==> src/rtl/cpu_pkg.sv <==
// Shared CPU-wide constants and types for the ID-stage hazard logic.
//   REG_ADDR_W       : architectural register address width
//   REG_X0           : hard-wired zero register, never tracked
//   DEFAULT_LOAD_LAT : bubbles between a load and its consumer (classic load-use)
//   ctl_mode_e       : resolved pipeline-control mode for one cycle
package cpu_pkg;

  localparam int REG_ADDR_W       = 5;
  localparam int REG_X0           = 0;
  localparam int DEFAULT_LOAD_LAT = 1;

  typedef enum logic [1:0] {
    CTL_RUN    = 2'd0,
    CTL_FREEZE = 2'd1,
    CTL_FLUSH  = 2'd2,
    CTL_BUBBLE = 2'd3
  } ctl_mode_e;

endpackage

==> src/rtl/hazard_sb_entry.sv <==
// One scoreboard entry: countdown of cycles until a pending load result for
// this register becomes forwardable.
//   clk   : clock
//   rst_n : synchronous active-low reset
//   hold  : pipeline frozen, counter keeps its value
//   set   : a load to this register was accepted, reload with LOAD_LAT
//   clear : a non-load producer to this register was accepted
//   busy  : counter nonzero, consumers must wait
module hazard_sb_entry
  import cpu_pkg::*;
#(
  parameter int CNT_W    = 1,
  parameter int LOAD_LAT = DEFAULT_LOAD_LAT
) (
  input  logic clk,
  input  logic rst_n,
  input  logic hold,
  input  logic set,
  input  logic clear,
  output logic busy
);

  logic [CNT_W-1:0] cnt;

  // Set has priority over the free-running decrement on the same entry.
  always_ff @(posedge clk) begin
    if (!rst_n) begin
      cnt <= '0;
    end else if (!hold) begin
      if (set) begin
        cnt <= CNT_W'(LOAD_LAT);
      end else if (clear) begin
        cnt <= '0;
      end else if (cnt != '0) begin
        cnt <= cnt - CNT_W'(1);
      end
    end
  end

  assign busy = (cnt != '0);

endmodule

==> src/rtl/hazard_scoreboard_unit.sv <==
// Load-use hazard controller for the ID stage using a per-register countdown
// scoreboard. Handles multi-cycle load latency, dcache-miss freeze, branch
// flush and counts hazard bubbles.
//   clk_i         : clock
//   rst_i         : synchronous active-low reset
//   rs_addr_ID_i  : ID source addresses, src k at [k*ADDR_W +: ADDR_W]
//   rs_valid_ID_i : src k is actually read
//   issue_valid_i : ID instruction requests to move to EX
//   issue_load_i  : issuing instruction is a load
//   issue_rd_i    : destination register of the issuing instruction
//   mem_stall_i   : dcache miss, whole pipeline frozen
//   flush_i       : branch taken, ID instruction discarded
//   NoOp_o        : inject bubble into ID/EX
//   Stall_o       : hold IF/ID
//   PCWrite_o     : PC update enable
//   stall_cnt_o   : saturating count of hazard-bubble cycles since reset
module hazard_scoreboard_unit
  import cpu_pkg::*;
#(
  parameter int ADDR_W   = REG_ADDR_W,
  parameter int NUM_SRC  = 2,
  parameter int LOAD_LAT = DEFAULT_LOAD_LAT
) (
  input  logic                      clk_i,
  input  logic                      rst_i,
  input  logic [NUM_SRC*ADDR_W-1:0] rs_addr_ID_i,
  input  logic [NUM_SRC-1:0]        rs_valid_ID_i,
  input  logic                      issue_valid_i,
  input  logic                      issue_load_i,
  input  logic [ADDR_W-1:0]         issue_rd_i,
  input  logic                      mem_stall_i,
  input  logic                      flush_i,
  output logic                      NoOp_o,
  output logic                      Stall_o,
  output logic                      PCWrite_o,
  output logic [31:0]               stall_cnt_o
);

  localparam int NUM_REG = 1 << ADDR_W;
  // Keep at least one counter bit so a zero-latency build still elaborates.
  localparam int CNT_W   = (LOAD_LAT < 1) ? 1 : $clog2(LOAD_LAT + 1);

  logic [NUM_REG-1:0] busy;
  logic               hazard;
  logic               accept;
  ctl_mode_e          mode;
  logic [31:0]        stall_cnt;

  function automatic logic [31:0] sat_inc(input logic [31:0] v);
    return (v == 32'hFFFF_FFFF) ? v : v + 32'd1;
  endfunction

  // x0 is hard-wired, so it never owns a counter.
  assign busy[0] = 1'b0;

  generate
    for (genvar r = 1; r < NUM_REG; r++) begin : g_entry
      logic hit;
      assign hit = accept && (issue_rd_i == ADDR_W'(r));
      hazard_sb_entry #(
        .CNT_W    (CNT_W),
        .LOAD_LAT (LOAD_LAT)
      ) u_entry (
        .clk   (clk_i),
        .rst_n (rst_i),
        .hold  (mem_stall_i),
        .set   (hit && issue_load_i),
        .clear (hit && !issue_load_i),
        .busy  (busy[r])
      );
    end
  endgenerate

  always_comb begin
    logic [ADDR_W-1:0] src;
    hazard = 1'b0;
    src    = '0;
    for (int k = 0; k < NUM_SRC; k++) begin
      src = rs_addr_ID_i[k*ADDR_W +: ADDR_W];
      if (rs_valid_ID_i[k] && (src != ADDR_W'(REG_X0)) && busy[src]) begin
        hazard = 1'b1;
      end
    end
  end

  assign accept = issue_valid_i && !mem_stall_i && !flush_i && !hazard;

  // Freeze outranks flush, which outranks the hazard bubble.
  always_comb begin
    if (mem_stall_i) begin
      mode = CTL_FREEZE;
    end else if (flush_i) begin
      mode = CTL_FLUSH;
    end else if (hazard) begin
      mode = CTL_BUBBLE;
    end else begin
      mode = CTL_RUN;
    end
  end

  always_comb begin
    Stall_o   = 1'b0;
    NoOp_o    = 1'b0;
    PCWrite_o = 1'b1;
    case (mode)
      CTL_FREEZE: begin
        Stall_o   = 1'b1;
        PCWrite_o = 1'b0;
      end
      CTL_BUBBLE: begin
        Stall_o   = 1'b1;
        NoOp_o    = 1'b1;
        PCWrite_o = 1'b0;
      end
      default: ;
    endcase
  end

  // NoOp_o is never raised while frozen, so the counter holds then as well.
  always_ff @(posedge clk_i) begin
    if (!rst_i) begin
      stall_cnt <= '0;
    end else if (NoOp_o) begin
      stall_cnt <= sat_inc(stall_cnt);
    end
  end

  assign stall_cnt_o = stall_cnt;

endmodule
==> config.mk <==
export PLATFORM = sky130hd
export DESIGN_NAME = hazard_scoreboard_unit
export DESIGN_NICKNAME = d
export VERILOG_FILES = /design/src/rtl/cpu_pkg.sv /design/src/rtl/hazard_sb_entry.sv /design/src/rtl/hazard_scoreboard_unit.sv
export SDC_FILE = /design/constraint.sdc
export NUM_CORES = 1
export LEC_CHECK = 0
export ABC_AREA = 0
export BUFFER_PORTS_ARGS = -buffer_cell sky130_fd_sc_hd__buf_4
export CAP_MARGIN = 10
export CORE_AREA = 2 2 123 113
export DETAILED_ROUTE_END_ITERATION = 8
export DIE_AREA = 0 0 125 115
export GPL_TIMING_DRIVEN = 0
export PLACE_DENSITY_LB_ADDON = 0.12
export SYNTH_ARGS = -nofsm -noshare
export SYNTH_HDL_FRONTEND = slang
export SYNTH_HIERARCHICAL = 1
export SYNTH_SLANG_ARGS = --single-unit
==> constraint.sdc <==
create_clock -name clk_i -period 4 [get_ports clk_i]
set_clock_uncertainty 0.05 [all_clocks]
set_input_delay 0.8 -clock clk_i [delete_from_list [all_inputs] [get_ports clk_i]]
set_output_delay 0.8 -clock clk_i [all_outputs]
set_load 0.1 [all_outputs]
### Word level (Yosys, flattened, before mapping)

Cells that the tools add are included.

* bits in registers: 63
* output and inout bits: 35
* logic and storage cells: 314

* $add $sub $neg: 32
* order comparisons: 2
* eq/ne operators: 34
* mux-type cells: 105
* bitwise logic cells: 1
* reductions and logical operators: 108

Operators by type and width (number)
* logical AND 1 bit: 100
* two-way mux 1 bit: 100
* == test 5 bit, second input constant: 16
* == test 5 x 4 -> 1 bit, second input constant: 8
* adder 32 x 1 -> 32 bit, second input constant: 1
* == test 32 bit, second input constant: 1
* subtractor 1 bit, second input constant: 31
* == test 5 x 3 -> 1 bit, second input constant: 4
* less-than comparator 5 x 6 -> 1 bit, second input constant: 2
* binary-select mux 1 bit (select 5 bit): 2
* == test 5 x 2 -> 1 bit, second input constant: 2
* nonzero test 5 bit: 2
* two-way mux 2 bit: 3
* == test 5 x 1 -> 1 bit, second input constant: 1
* zero test 1 bit: 4
* == test 2 x 1 -> 1 bit, second input constant: 1
* == test 2 bit, second input constant: 1
* AND reduction 2 bit: 1
* OR reduction 2 bit: 1
* inverter 1 bit: 1

### Depth between registers and ports, before layout

* word-level depth: 11
* gate-level depth with buffers: 11

### Hierarchy

Netlist, hierarchy kept.

Modules (own cells, without submodules)
* hazard_scoreboard_unit: instances 1, cells an instance 370, area an instance 2742.6 um^2
* hazard_sb_entry: instances 31, cells an instance 3, area an instance 36.3 um^2

### Worst setup path before layout

OpenSTA, ideal clock, no wires.

* path type: input to output
* start point: input rs_addr_ID_i[0]
* end point: output PCWrite_o
* arrival time: 3.626 ns
* data required time: 3.150 ns
* path slack: -0.476 ns
* stages: 7
* path buffers: 1
* path through: buf_2 > mux4_2 > mux2i_1 > nor2_1 > o311a_2 > or3_1 > inv_1

* longest elaborated chain between the ends: 11

RTL lines
* start: declaration: RTL line hazard_scoreboard_unit.sv:26 `input logic [NUM_SRC*ADDR_W-1:0] rs_addr_ID_i,`
* binary-select mux 1 bit (select 5 bit) / nonzero test 5 bit (equally long branches): RTL line hazard_scoreboard_unit.sv:80 `if (rs_valid_ID_i[k] && (src != ADDR_W'(REG_X0)) && busy[src]) begin`
* two-way mux 1 bit (implied by the code) / logical AND 1 bit (equally long branches): RTL line hazard_scoreboard_unit.sv:80
* logical AND 1 bit *: RTL line hazard_scoreboard_unit.sv:80
* two-way mux 1 bit * (2 in series): RTL line hazard_scoreboard_unit.sv:80
* two-way mux 2 bit *: RTL line hazard_scoreboard_unit.sv:94 `end else if (hazard) begin`
* two-way mux 2 bit *: RTL line hazard_scoreboard_unit.sv:92 `end else if (flush_i) begin`
* two-way mux 2 bit *: RTL line hazard_scoreboard_unit.sv:90 `if (mem_stall_i) begin`
* == test 2 bit / == test 2 x 1 -> 1 bit (equally long branches): RTL line hazard_scoreboard_unit.sv:105 `case (mode)`
* OR reduction 2 bit (no source line) *
* two-way mux 1 bit *: RTL line hazard_scoreboard_unit.sv:105
* end: declaration: RTL line hazard_scoreboard_unit.sv:35 `output logic PCWrite_o,`

Every way passes the cells marked *; elsewhere a longest branch is shown, timed or not. The select of a mux whose other input is x is not followed.

### Worst setup path in the final report

* start point: input rs_addr_ID_i[5]
* end point: output NoOp_o

* longest elaborated chain between the ends: 9

RTL lines
* binary-select mux 1 bit (select 5 bit) / nonzero test 5 bit (equally long branches): RTL line hazard_scoreboard_unit.sv:80
* two-way mux 1 bit (implied by the code) / logical AND 1 bit (equally long branches): RTL line hazard_scoreboard_unit.sv:80
* logical AND 1 bit *: RTL line hazard_scoreboard_unit.sv:80
* two-way mux 1 bit *: RTL line hazard_scoreboard_unit.sv:80
* two-way mux 2 bit *: RTL line hazard_scoreboard_unit.sv:94
* two-way mux 2 bit *: RTL line hazard_scoreboard_unit.sv:92
* two-way mux 2 bit *: RTL line hazard_scoreboard_unit.sv:90
* == test 2 bit *: RTL line hazard_scoreboard_unit.sv:105
* two-way mux 1 bit *: RTL line hazard_scoreboard_unit.sv:105
* end: declaration: RTL line hazard_scoreboard_unit.sv:33 `output logic NoOp_o,`

Marked as above.

==> impl_metrics.ini <==
[run_status]
status = completed

[critical_path]
path_depth = 11
worstPathArrival_ns = 2.98
end_kind = output port
cpPeakStageDelay_ns = 0.52
crit_fanout = 10
reg2reg_setup_slack_ns = 1.03
critPathKind = in2out
required_ns = 3.15
ff2ff_path_depth = 8
crit_path_cell_trace = buf_4, buf_4, mux4_2, o32a_1, o2111ai_1, a211oi_2, nor2_4, buf_4, buf_4, nor2_2, buf_6
cp_common_cell = buf_4
crit_path_start_kind = primary input
cp_slowest_cell = mux4_2
critPathTopFamily = buffers and inverters
critPathBufInv = 5

[sta]
rsz0062_at_grt = false
post-route-period-util_pct = 95.82
setup_viol = 0
tns_ns = 0
slew_viol_final = 0
setup_slack_ns = 0.1673
maxSlewHeadroom_pct = 59.38
tightest_slew_ns = 0.6094
period_minus_slack_ns = 3.833
fmax_mhz = 260.9
hold_viol_final = 0
fin_hold_ws_ns = 0.4395

[clock_network]
cts_hold_buf = 0
clk_pin_slew_ns = 0.05
htree_levels = 3
worstSkewPairLatency_ns = 0.34
max-clock-path-buffers = 2
tritoncts = yes
cts_buffers = 9
clock-sinks = 63
cts_root_buf = clkbuf_16

[floorplan]
fp.dieArea_um2 = 14380
initial_core_util_pct = 28.24
core_um2 = 13110
pin_count = 58
die_h_um = 115
rows = 40
dieWidth_um = 125

[place]
port_buffers = 53
gp_congestion = 0.8182
dpl.cell_count = 642
dp_hpwl_mm = 7.786
post-place-ws_ns = -0.2788

[global_routing]
grt_overflow = 0
grtUsageMet3_pct = 4.793
antenna_found_initial = 0
grt_first_pass_wirelength_mm = 17.77
grt_use_total_pct = 15.68
grt_pass1_vias = 3336
met2_usage_pct = 23.51
grt_max_degree = 39
grt-busiest-layer = met2
use_met1_pct = 21.74

[drt]
dr.first_iter.drc_count = 294
wl_per_cell_um = 16.84
ant_nets = 0
drt-pass1-iter-count = 4
finalWirelength_mm = 11.10
vias = 3433
drc = 0
via_per_inst = 5.209

[final_layout]
drive_above_1_share_pct = 20.37
fillCellCount = 1351
fin_cells = 659
layout.nets = 510
area.growth.synth_to_final_pct = 25.54
num_antenna_cells = 0

[power_and_ir_drop]
p_leak_nw = 1.647
powerDensity_nw_per_um2 = 349.8
irDropWorstVdd_mv = 0.1728

[hold_path]
hold_class = reg2reg
hold_path_depth = 2

[run]
max_cap_viol_count = 0

[logic_synthesis]
synth.avg_cell_area_um2 = 8.797
synth_area_um2 = 3704
syn-instance-count = 421
syn-num-nets = 445
ys.warnings.count = 6
[per-layer routing]
| layer | part of all wire, % | vias up |
|---|---|---|
| met4 | 0.89 | 0 |
| li1 | - | 1692 |
| met1 | 50 | 1663 |
| met5 | 0 | - |
| met3 | 5.3 | 8 |
| met2 | 44 | 70 |
[per-stage QoR]
step                      util [%]  total power [mW]  instance area, µm²
after detailed placement     32.93            0.7969                4318
final                        35.46             1.626                4649
after CTS                    35.42             1.646                4644
after global placement       32.93            0.7976                4318
after floorplan                  -            0.7340                3710
after global routing         35.46             1.684                4649
[cells in the final DEF (no fill, tap or decap), drive strengths merged, types with 5 or more instances in the layout]
cell	instances
and3	7
or3	5
mux4	12
a21oi	27
dfxtp	63
buf	66
nor2b	34
nor2	44
inv	8
clkbuf	27
nand3	16
nand2b	6
or4	21
mux2i	46
nand4	7
o31ai	20
nor4	7
nand2	32
[repair_timing]
item / CTS / global route
gates cloned: 0 / 0
pin swaps: 1 / 0
endpoints found under the hold margin: 0 / 0
setup buffers: 1 / 0
resized for setup: 4 / 3
endpoints found under the setup margin: 1 / 1
[worst register-to-register path, stage by stage, from the launching register on]
cell      delay, ns
dfxtp_1        0.45
nand4_1        0.23
nor3_1         0.43
and3_1         0.26
a41o_1         0.28
clkbuf_1       0.37
clkbuf_1       0.51
o311ai_0       0.21
o41ai_1        0.10
[state kept, by name (all words and copies together), names as in the netlist]
name,count
g_entry.u_entry/busy,31
stall_cnt_o,32
[final timing paths]
| check | from | end |
|---|---|---|
| max | rs_addr_ID_i[5] | NoOp_o |
| min | stall_cnt_o[29]$_SDFFE_PN0P_ | stall_cnt_o[29]$_SDFFE_PN0P_ |
| max reg2reg | stall_cnt_o[6]$_SDFFE_PN0P_ | stall_cnt_o[16]$_SDFFE_PN0P_ |
| min reg2reg | stall_cnt_o[29]$_SDFFE_PN0P_ | stall_cnt_o[29]$_SDFFE_PN0P_ |
[power breakdown]
part	leakage [nW]	internal [mW]	total [mW]	switching (mW)
sequential	0.507	0.628	0.630	0.00119
clock	0.151	0.544	0.841	0.297
combinational	0.990	0.0550	0.156	0.101
[layout make-up]
class	count	area [µm²]	area share, %
Inverter	9	37.54	0.8073
Clock buffer	12	236.5	5.086
Clock inverter	4	70.07	1.507
Tap cell	168	210.2	4.521
Multi-Input combinational cell	322	2278	49.00
Timing Repair Buffer	54	409.1	8.800
Sequential cell	63	1261	27.13
Buffer	27	146.4	3.149
No activity file was read; power rests on OpenSTA's default activity.
